`config.mk`:
```
export PLATFORM = sky130hd
export DESIGN_NAME = status_branch_unit
export DESIGN_NICKNAME = d
export VERILOG_FILES = /design/src/rtl/status_branch_unit.sv
export SDC_FILE = /design/constraint.sdc
export NUM_CORES = 1
export LEC_CHECK = 0
export CAP_MARGIN = 0
export CORE_MARGIN = 4
export CORE_UTILIZATION = 56
export CTS_CLUSTER_DIAMETER = 150
export DETAILED_ROUTE_END_ITERATION = 16
export DONT_BUFFER_PORTS = 1
export PLACE_DENSITY_LB_ADDON = 0.12
export SYNTH_ARGS = -nofsm -noshare
export SYNTH_HDL_FRONTEND = slang
export SYNTH_SLANG_ARGS = --single-unit
```
`constraint.sdc`:
```
create_clock -name clk -period 2 [get_ports clk]
set_input_delay 0.5 -clock clk [delete_from_list [all_inputs] [get_ports clk]]
set_output_delay 0.5 -clock clk [all_outputs]
set_load 0.01 [all_outputs]
```
`src/rtl/status_branch_unit.sv`:
```
// Status-flag register plus a conditional branch resolver. A branch request is
// captured in IDLE, evaluated against the latched flags in EVAL, and reported in DONE.
module status_branch_unit #(
  parameter int PC_W  = 9,
  parameter int IMM_W = 8
) (
  input  logic             clk,
  input  logic             reset_n,
  input  logic             load_s,
  input  logic [2:0]       z_in,
  output logic [2:0]       status_out,
  input  logic             br_req,
  input  logic [2:0]       br_cond,
  input  logic [IMM_W-1:0] br_imm,
  input  logic [PC_W-1:0]  pc_in,
  output logic             br_busy,
  output logic             br_done,
  output logic             br_taken,
  output logic             br_err,
  output logic [PC_W-1:0]  pc_next
);

  localparam logic [1:0] S_IDLE = 2'd0;
  localparam logic [1:0] S_EVAL = 2'd1;
  localparam logic [1:0] S_DONE = 2'd2;

  localparam logic [PC_W-1:0] PC_ONE = PC_W'(1'b1);

  logic [1:0]       state_q, state_d;
  logic [2:0]       status_q;
  logic [2:0]       cond_q, cond_d;
  logic [IMM_W-1:0] imm_q, imm_d;
  logic [PC_W-1:0]  pc_q, pc_d;
  logic             taken_q, taken_d;
  logic             err_q, err_d;
  logic [PC_W-1:0]  pcn_q, pcn_d;
  logic             busy_q, done_q;
  logic [1:0]       res_s;
  logic [PC_W-1:0]  pc_plus1_s;

  // Returns {illegal, taken}; flags are {V, N, Zf}.
  function automatic logic [1:0] cond_eval(input logic [2:0] cond, input logic [2:0] st);
    logic [1:0] r;
    case (cond)
      3'b000:  r = 2'b01;
      3'b001:  r = {1'b0, st[0]};
      3'b010:  r = {1'b0, ~st[0]};
      3'b011:  r = {1'b0, st[1] ^ st[2]};
      3'b100:  r = {1'b0, (st[1] ^ st[2]) | st[0]};
      default: r = 2'b10;
    endcase
    return r;
  endfunction

  function automatic logic [PC_W-1:0] sext(input logic [IMM_W-1:0] v);
    return PC_W'($signed(v));
  endfunction

  assign res_s      = cond_eval(cond_q, status_q);
  assign pc_plus1_s = pc_q + PC_ONE;

  // Next-state and result computation for the branch FSM.
  always_comb begin
    state_d = state_q;
    cond_d  = cond_q;
    imm_d   = imm_q;
    pc_d    = pc_q;
    taken_d = taken_q;
    err_d   = err_q;
    pcn_d   = pcn_q;
    case (state_q)
      S_IDLE: begin
        if (br_req) begin
          cond_d  = br_cond;
          imm_d   = br_imm;
          pc_d    = pc_in;
          state_d = S_EVAL;
        end else begin
          state_d = S_IDLE;
        end
      end
      S_EVAL: begin
        // A flag load at this edge would race the evaluation, so wait a cycle.
        if (load_s) begin
          state_d = S_EVAL;
        end else begin
          taken_d = res_s[0];
          err_d   = res_s[1];
          pcn_d   = res_s[0] ? (pc_plus1_s + sext(imm_q)) : pc_plus1_s;
          state_d = S_DONE;
        end
      end
      S_DONE:  state_d = S_IDLE;
      default: state_d = S_IDLE;
    endcase
  end

  // Status flag register.
  always_ff @(posedge clk or negedge reset_n) begin
    if (!reset_n) begin
      status_q <= 3'b000;
    end else if (load_s) begin
      status_q <= z_in;
    end else begin
      status_q <= status_q;
    end
  end

  // FSM state, captured operands and registered results.
  always_ff @(posedge clk or negedge reset_n) begin
    if (!reset_n) begin
      state_q <= S_IDLE;
      cond_q  <= 3'b000;
      imm_q   <= {IMM_W{1'b0}};
      pc_q    <= {PC_W{1'b0}};
      taken_q <= 1'b0;
      err_q   <= 1'b0;
      pcn_q   <= {PC_W{1'b0}};
      busy_q  <= 1'b0;
      done_q  <= 1'b0;
    end else begin
      state_q <= state_d;
      cond_q  <= cond_d;
      imm_q   <= imm_d;
      pc_q    <= pc_d;
      taken_q <= taken_d;
      err_q   <= err_d;
      pcn_q   <= pcn_d;
      busy_q  <= (state_d == S_EVAL);
      done_q  <= (state_d == S_DONE);
    end
  end

  assign status_out = status_q;
  assign br_busy    = busy_q;
  assign br_done    = done_q;
  assign br_taken   = taken_q;
  assign br_err     = err_q;
  assign pc_next    = pcn_q;

endmodule
```
======== Yosys cells after proc, flatten, opt, wreduce, memory -nomap -nowiden ========
Cells that the tools add are included.
cells by class
  add/sub/neg operators ................... 2
  eq/ne operators ......................... 7
  multiplexer cells ....................... 5
  bitwise operators ....................... 4
  reduce and logical (&&, ||, !) cells .... 4
operator list
  kind                                                                    count
  2-bit one-hot mux with 5 select lines                                   1
  9-bit by 1-bit adder with 9-bit output (second input constant)          1
  9-bit adder                                                             1
  9-bit 2-to-1 mux                                                        1
  3-bit by 2-bit equality test with 1-bit output (second input constant)  2
  2-bit by 1-bit equality test with 1-bit output (second input constant)  2
  2-bit one-hot mux with 2 select lines                                   1
  2-bit AND reduction                                                     2
  3-bit by 1-bit equality test with 1-bit output (second input constant)  1
  3-bit equality test (second input constant)                             1
  3-bit zero test                                                         1
  2-bit equality test (second input constant)                             1
  2-bit zero test                                                         1
  2-bit 2-to-1 mux                                                        1
  1-bit NOT                                                               2
  1-bit 2-to-1 mux                                                        1
  1-bit bitwise OR                                                        1
  1-bit XOR                                                               1
storage, ports and cells
  register bits ........................... 38
  input bits .............................. 27
  word-level logic and storage cells ...... 32

======== Depth between registers and ports, before layout ========
Gate-level depths: netlist of run 1.
  depth in word-level cells ............... 4
  mapped depth ............................ 11
  gate-level depth less buffers ........... 11

======== Worst setup path after synthesis of run 1 ========
Ideal clock, no wire load.
  kind .................................... register to register
  from .................................... register pc_q[0]
  to ...................................... register pcn_q[8], in the netlist pc_next[8]
  library setup time ...................... 0.129 ns
  arrival time ............................ 2.012 ns
  required time ........................... 1.871 ns
  setup slack ............................. -0.142 ns
  cell stages (with the launch flop) ...... 10
  buffers on the path ..................... 0
  path through ............................ dfrtp_1 > ha_1 > inv_1 > fa_1 > nand2b_1 > a21o_1 > a21oi_1 > and4bb_1 > xnor2_1 > o21ai_1
between the ends
  longest elaborated chain between the ends .. 3
ends and longest elaborated chain
  item                                      line  source
  from (decl)                               33    logic [PC_W-1:0] pc_q, pc_d;
  from (signal assigned)                    115   pc_q <= {PC_W{1'b0}};
  from (signal assigned)                    125   pc_q <= pc_d;
  9-bit by 1-bit adder with 9-bit output *  60    assign pc_plus1_s = pc_q + PC_ONE;
  9-bit adder                               89    pcn_d = res_s[0] ? (pc_plus1_s + sext(imm_q)) : pc_plus1_s;
  9-bit 2-to-1 mux *                        89
  to (signal assigned)                      118   pcn_q <= {PC_W{1'b0}};
  to (signal assigned)                      128   pcn_q <= pcn_d;
  to (decl)                                 36    logic [PC_W-1:0] pcn_q, pcn_d;
Mark *: on every way between the ends. The rest lies on a longest branch, timed or not.
A chain may end at the register's enable or synchronous reset.

======== Worst setup path in the final report of run 1 ========
Ends and elaborated chain as after synthesis.

==> results of run 1 <==
-- what timing repair did --
item / in CTS / in global routing
hold endpoints to repair: 38 / 0
resized for setup: 13 / 7
endpoints found under the setup margin: 6 / 8
pin swaps: 12 / 1
cloned: 0 / 0
setup buffers: 6 / 0
hold buffers: 2 / 0
-- synthesized netlist by cell type, types with 3 or more instances --
master,instances
nor2_1,11
mux2i_1,4
a21oi_1,14
xor2_1,8
ha_1,10
nand2_1,18
mux2_2,20
o21ai_0,15
nand2b_1,3
clkbuf_1,4
xnor2_1,6
a21o_1,4
dfrtp_1,38
nand3_1,10
inv_1,7
-- sequential cells by signal, summed over array words and instances (netlist names) --
name and count:
br_err 1, pc_next 9, br_busy 1, imm_q 8, cond_q 3, state_q 2, br_done 1, status_out 3
pc_q 9, br_taken 1
-- cell families (layout without fill, tap and decap cells) --
kind of cell	after synthesis	count (layout)	synth area share, %
AND/OR/NAND/NOR	46	46	10.5
XOR/XNOR	14	14	6.14
adder cells (fa/ha/maj)	11	11	7.27
multiplexers	24	24	13.3
flip-flops	38	38	47.6
AO/OA/AOI/OAI	42	42	12.1
buffers and inverters	14	47	3.13
-- per-stage QoR --
| stage | power [mW] | std cells | instance area [µm²] | worst slack, ns | utilization [%] |
|---|---|---|---|---|---|
| after floorplan | 2.78 | 189 | 2020 | -0.0807 | - |
| final | 4.44 | 268 | 2490 | -0.235 | 73.6 |
| after global placement | 3.44 | 252 | 2230 | -0.210 | 65.7 |
| after CTS | 4.32 | 268 | 2460 | -0.158 | 72.5 |
| after global routing | 4.80 | 268 | 2490 | -0.378 | 73.6 |
| after detailed placement | 3.56 | 252 | 2230 | -0.281 | 65.7 |
-- critical path: stages, from the launching register on --
cell and delay (ns):
dfrtp_1 0.43, nand2_1 0.10, nor2_2 0.14, nand3_2 0.11, xnor2_2 0.16, ha_1 0.31, a21o_1 0.21, nor2_1 0.10
nand3_1 0.09, and4bb_1 0.23, xnor2_1 0.17, o21ai_1 0.09
-- path summary, 6_finish.rpt --
check                      slack, ns  startpoint  depth (start not counted)          to
setup / recovery               -0.24     pc_q[0]                         11  pc_next[8]
max in group asynchronous       1.21     reset_n                          2    imm_q[3]
hold / removal                  0.26  br_cond[2]                          2   cond_q[2]
min in group asynchronous       0.60     reset_n                          2  pc_next[5]
setup reg to reg               -0.24     pc_q[0]                         11  pc_next[8]
hold reg to reg                 0.49  state_q[1]                          1     br_busy
-- power by group --
group          switching [mW]  leakage, nW  total, mW  internal [mW]
sequential              0.316        0.458       1.37           1.06
clock                   0.253       0.0450      0.512          0.259
combinational            1.20        0.647       2.56           1.36
total                    1.77         1.15       4.44           2.68
-- routing by layer --
metal / wire (µm) / part of all wire (%) / vias up
met3: 299 / 7.1 / 10
met5: 0 / 0 / -
li1: - / - / 727
met1: 1690 / 40 / 720
met2: 2160 / 51 / 53
met4: 66 / 1.6 / 0
-- layout make-up --
class                   instances  area [µm²]
repair buffers                 32         255
clock inverters                 3        40.0
inverters                       7        26.3
multi-input cells             137        1130
fillers                       245         896
clock buffers                   5        37.5
flip-flops and latches         38         951
well taps                      46        57.6
==> summary.md, run 1 <==
| Metric | Value |
|---|---|
| Status | `finished, violations left` |
| Failing checks | `negative setup slack` |
| Synth area leaders | `dfrtp_1 (48%), mux2_2 (11%), ha_1 (6.3%)` |
| Setup tns final | `-0.546 ns` |
| Clock-pin slew on the worst setup and hold paths | `0.12 ns` |
| Tmin final | `between 2 and 2.5 ns` |
| Crit path launch type | `flop` |
| Final WS setup | `-0.235 ns` |
| Class of the worst hold path | `primary input to flop` |
| Cell area power density | `~1800 mW/mm²` |
| Met1 Resource Use GR | `between 20% and 30%` |
| M2 GR Usage | `35.1%` |
| CTS tree | `done` |
| Count of input and output buffers | `0` |
| Worst Path Required | `2.24 ns` |
| Clock buffer depth | `2` |
| Crit Path Class | `flop to flop` |
| Post-DRT Antenna Nets | `0` |
| Total grt overflow | `0` |
| DRT iter0 DRCs | `60` |
| Syn avg cell area | `around 11 µm²` |
| DR WL/cell | `around 16 µm` |
| Busiest grt layer | `met2` |
| Die Span X | `67.7 µm` |
| Most frequent cells in the layout | `dfrtp_1 (38), buf_4 (30), mux2_2 (20)` |
| Worst-path maximum fanout | `4` |
| Max cap viols | `0` |
| Actual slew at the worst max-slew pin | `between 0.3 and 0.4 ns` |
| Final Skew | `0.0106 ns` |
| Layout area overhead | `24.9%` |
| Drt total wl | `about 4200 µm` |
| Post-route DRC | `0` |
| RSZ-0062 raised after global routing | `yes` |
| Yosys warning total | `0` |
| Global-route wire length before repair | `approximately 7000 µm` |
| Commonest non-fill, non-tap cell in the layout | `dfrtp_1` |
| Drt pass-1 iters | `5` |
| Via-per-instance ratio | `5.63` |
| Starting density of the core | `58.9%` |
| Synthesized cell area | `between 0.0015 and 0.002 mm²` |
| Core box area | `0.00339 mm²` |
| Worst Path Arrival | `between 2 and 2.5 ns` |
| Row cnt | `21` |
| Min Hold Slack | `0.263 ns` |
| Num ports | `43` |
| Post-synth ARST share | `100%` |
| Vias in the first global route | `approximately 1500` |
| Gpl congestion | `around 0.84` |
| Fraction of layout cells with a size suffix above 1 | `between 30% and 40%` |
| Slew Limit Fails | `0` |
| Htree depth | `2` |
| VDD IR max | `roughly 1 mV` |
| Met3 usage | `between 6 and 7%` |
| Diode count | `0` |
| Most used DFF post-synth | `dfrtp_1` |
| Seq/Total Area, Yosys | `a little under half` |
| CP Capture Type | `flop` |
| Net Count, Synth | `about 230` |
| Antenna violations before repair | `0` |
| Cell leakage power | `1.15 nW` |
| Fmax | `about 450 MHz` |
| EDFF count, synth | `0` |
| Die Y | `about 68 µm` |
| Largest net degree at the start of global routing | `39` |
| Share of the synthesized area in the top cell type | `47.6%` |
| Slew HR | `73.7%` |
| Full die area | `around 0.0046 mm²` |
| Clock Latency Late Sink | `~0.35 ns` |
| Final period utilization | `112%` |
| Dpl hpwl | `about 3200 µm` |
| Netlist cell types | `29` |
| CTS Sinks | `38` |
| Layout Nets | `259` |
| Detailed-route via count | `between 1500 and 2000` |
| Post-Syn Instances | `189` |
| CTS Buf Count | `5` |
| Yosys reg bits | `38` |
| Final hold vios | `0` |
| Endpoints failing setup | `4` |
| Synth area leader | `dfrtp_1` |
| CTS root buffer | `clkbuf_4` |
| GRT Overall Usage | `between 20% and 30%` |
No activity file was read; power rests on OpenSTA's default activity.
==> inputs of run 2 (changes only) <==
--- a/config.mk
+++ b/config.mk
@@ -7,7 +7,7 @@
 export LEC_CHECK = 0
 export CAP_MARGIN = 0
 export CORE_MARGIN = 4
-export CORE_UTILIZATION = 56
+export CORE_UTILIZATION = 30
 export CTS_CLUSTER_DIAMETER = 150
 export DETAILED_ROUTE_END_ITERATION = 16
 export DONT_BUFFER_PORTS = 1
==> summary.md, run 2 (synthesis results as in run 1) <==
| Metric | Value |
|---|---|
| Global-route wire length before repair | `between 7000 and 8000 µm` |
| VDD IR max | `0.530 mV` |
| Cell area power density | `between 1500 and 2000 mW/mm²` |
| RSZ-0062 raised after global routing | `yes` |
| Actual slew at the worst max-slew pin | `a little under 0.3 ns` |
| Slew Limit Fails | `0` |
| Fmax | `around 450 MHz` |
| Final std cells w/o fill | `about 300` |
| Final WS setup | `-0.214 ns` |
| Final hold vios | `0` |
| Failing checks | `negative setup slack` |
| Detailed-route via count | `approximately 1500` |
| Total grt overflow | `0` |
| # fillers | `609` |
| Min Hold Slack | `0.0401 ns` |
| Multi-input logic area | `~0.0012 mm²` |
| Tmin final | `approximately 2.2 ns` |
| Worst Path Required | `between 2 and 2.5 ns` |
| Num ports | `43` |
| Cell leakage power | `~1.2 nW` |
| Post-DRT Antenna Nets | `0` |
| Drt pass-1 iters | `4` |
| Dpl hpwl | `about 3400 µm` |
| CTS Buf Count | `5` |
| DR WL/cell | `between 15 and 20 µm` |
| Final period utilization | `111%` |
| Layout Nets | `264` |
| Endpoints failing setup | `5` |
| DRT iter0 DRCs | `between 80 and 90` |
| Clock Latency Late Sink | `0.29 ns` |
| CP Capture Type | `flop` |
| Htree depth | `2` |
| Drt total wl | `between 4000 and 5000 µm` |
| Die Span X | `roughly 90 µm` |
| Gpl congestion | `0.768` |
| Diode count | `0` |
| Crit path launch type | `flop` |
| Commonest non-fill, non-tap cell in the layout | `dfrtp_1` |
| Layout area overhead | `32.5%` |
| Post-layout util | `between 40 and 50%` |
| Vias in the first global route | `approximately 1500` |
| Core box area | `0.00642 mm²` |
| Antenna violations before repair | `0` |
| Clock-pin slew on the worst setup and hold paths | `about 0.070 ns` |
| CTS Sinks | `38` |
| Worst-path maximum fanout | `4` |
| CTS tree | `done` |
| Via-per-instance ratio | `4.83` |
| Slew HR | `between 80% and 90%` |
| Die Y | `~90 µm` |
| GRT Overall Usage | `12.2%` |
| Post-route DRC | `0` |
| Starting density of the core | `a little under a third` |
| DP Cell Count | `287` |
| Row cnt | `29` |
| Fraction of layout cells with a size suffix above 1 | `roughly 43%` |
| Final Skew | `around 0.0047 ns` |
| Worst Path Arrival | `roughly 2.4 ns` |
| Class of the worst hold path | `primary input to asynchronous set/reset pin` |
| Crit Path Class | `flop to flop` |
| Largest net degree at the start of global routing | `39` |
| Most frequent cells in the layout | `dfrtp_1 (36), buf_4 (32), mux2_2 (20)` |
| Clock buffer depth | `2` |
| Dpl ws | `-0.233 ns` |
| CTS root buffer | `clkbuf_8` |
| Full die area | `approximately 0.008 mm²` |
| Max cap viols | `0` |
| Count of input and output buffers | `0` |
| Register area | `953 µm²` |
| Status | `finished, violations left` |
run 2: changes by cell type in the layout (fill, tap and decap cells not counted), sizes merged:
cell,delta
buf,+6
bufinv,-1
dlygate4sd3,-1
run 2: cell type report:
| class | instances | share of cell area [%] |
|---|---|---|
| Clock buffer | 5 | 2.60 |
| Clock inverter | 2 | 0.378 |
| Inverter | 7 | 0.993 |
| Multi-Input combinational cell | 137 | 44.8 |
| Sequential cell | 38 | 36.0 |
| Tap cell | 77 | 3.64 |
| Timing Repair Buffer | 37 | 11.5 |
run 2: metal layers:
metal  vias up  global-route usage, %  part of all wire [%]
li1        728                      -                     -
met1       695                   16.8                    46
met2        36                   18.1                    46
met3         5                   4.38                   6.1
met4         0                   3.25                   1.2
met5         -                      0                     0
run 2: stage by stage:
step / cell area (µm²) / power, mW / setup TNS, ns
floorplan: 2020 / 2.78 / -0.0962
global placement: 2290 / 3.53 / -0.449
detailed placement: 2290 / 3.60 / -0.568
CTS: 2500 / 4.37 / -0.497
global route: 2650 / 5.16 / -1.37
finish: 2650 / 4.72 / -0.671
run 2: worst paths after layout:
| check | start | end | slack, ns | depth (start not counted) |
|---|---|---|---|---|
| worst max-delay path | pc_q[0] | pc_next[8] | -0.21 | 11 |
| worst min-delay path | reset_n | imm_q[1] | 0.04 | 1 |
| worst max register to register | pc_q[0] | pc_next[8] | -0.21 | 11 |
| worst min register to register | state_q[1] | br_busy | 0.49 | 1 |
| max in group asynchronous | reset_n | pc_q[1] | 1.77 | 1 |
| min in group clk | br_imm[1] | imm_q[1] | 0.34 | 2 |
run 2: power breakdown:
group | switching (mW) | internal (mW)
combinational | 1.29 | 1.54
clock | 0.261 | 0.234
sequential | 0.334 | 1.06
run 2: repair_timing:
action,in CTS,in global routing
buffers inserted,2,6
pin swaps,12,29
hold buffers,1,0
endpoints found under the hold margin,38,0
setup endpoints to repair,5,6
gates resized for setup,18,24
run 2: worst max-delay path: stages, from the launching register on:
cell and delay [ns]:
dfrtp_2 0.43, ha_4 0.19, nand2_2 0.07, nor2_4 0.15, xor2_2 0.16, ha_1 0.27
o21a_1 0.20, nor3_2 0.11, a21oi_1 0.06, and4bb_1 0.22, xnor2_1 0.12, o21ai_1 0.15
==> inputs of run 3 (changes only) <==
--- a/config.mk
+++ b/config.mk
@@ -8,7 +8,6 @@
 export CAP_MARGIN = 0
 export CORE_MARGIN = 4
 export CORE_UTILIZATION = 30
-export CTS_CLUSTER_DIAMETER = 150
 export DETAILED_ROUTE_END_ITERATION = 16
 export DONT_BUFFER_PORTS = 1
 export PLACE_DENSITY_LB_ADDON = 0.12
==> results of run 3 <==
The final DEF is identical to that of run 2; final timing and power are the same.
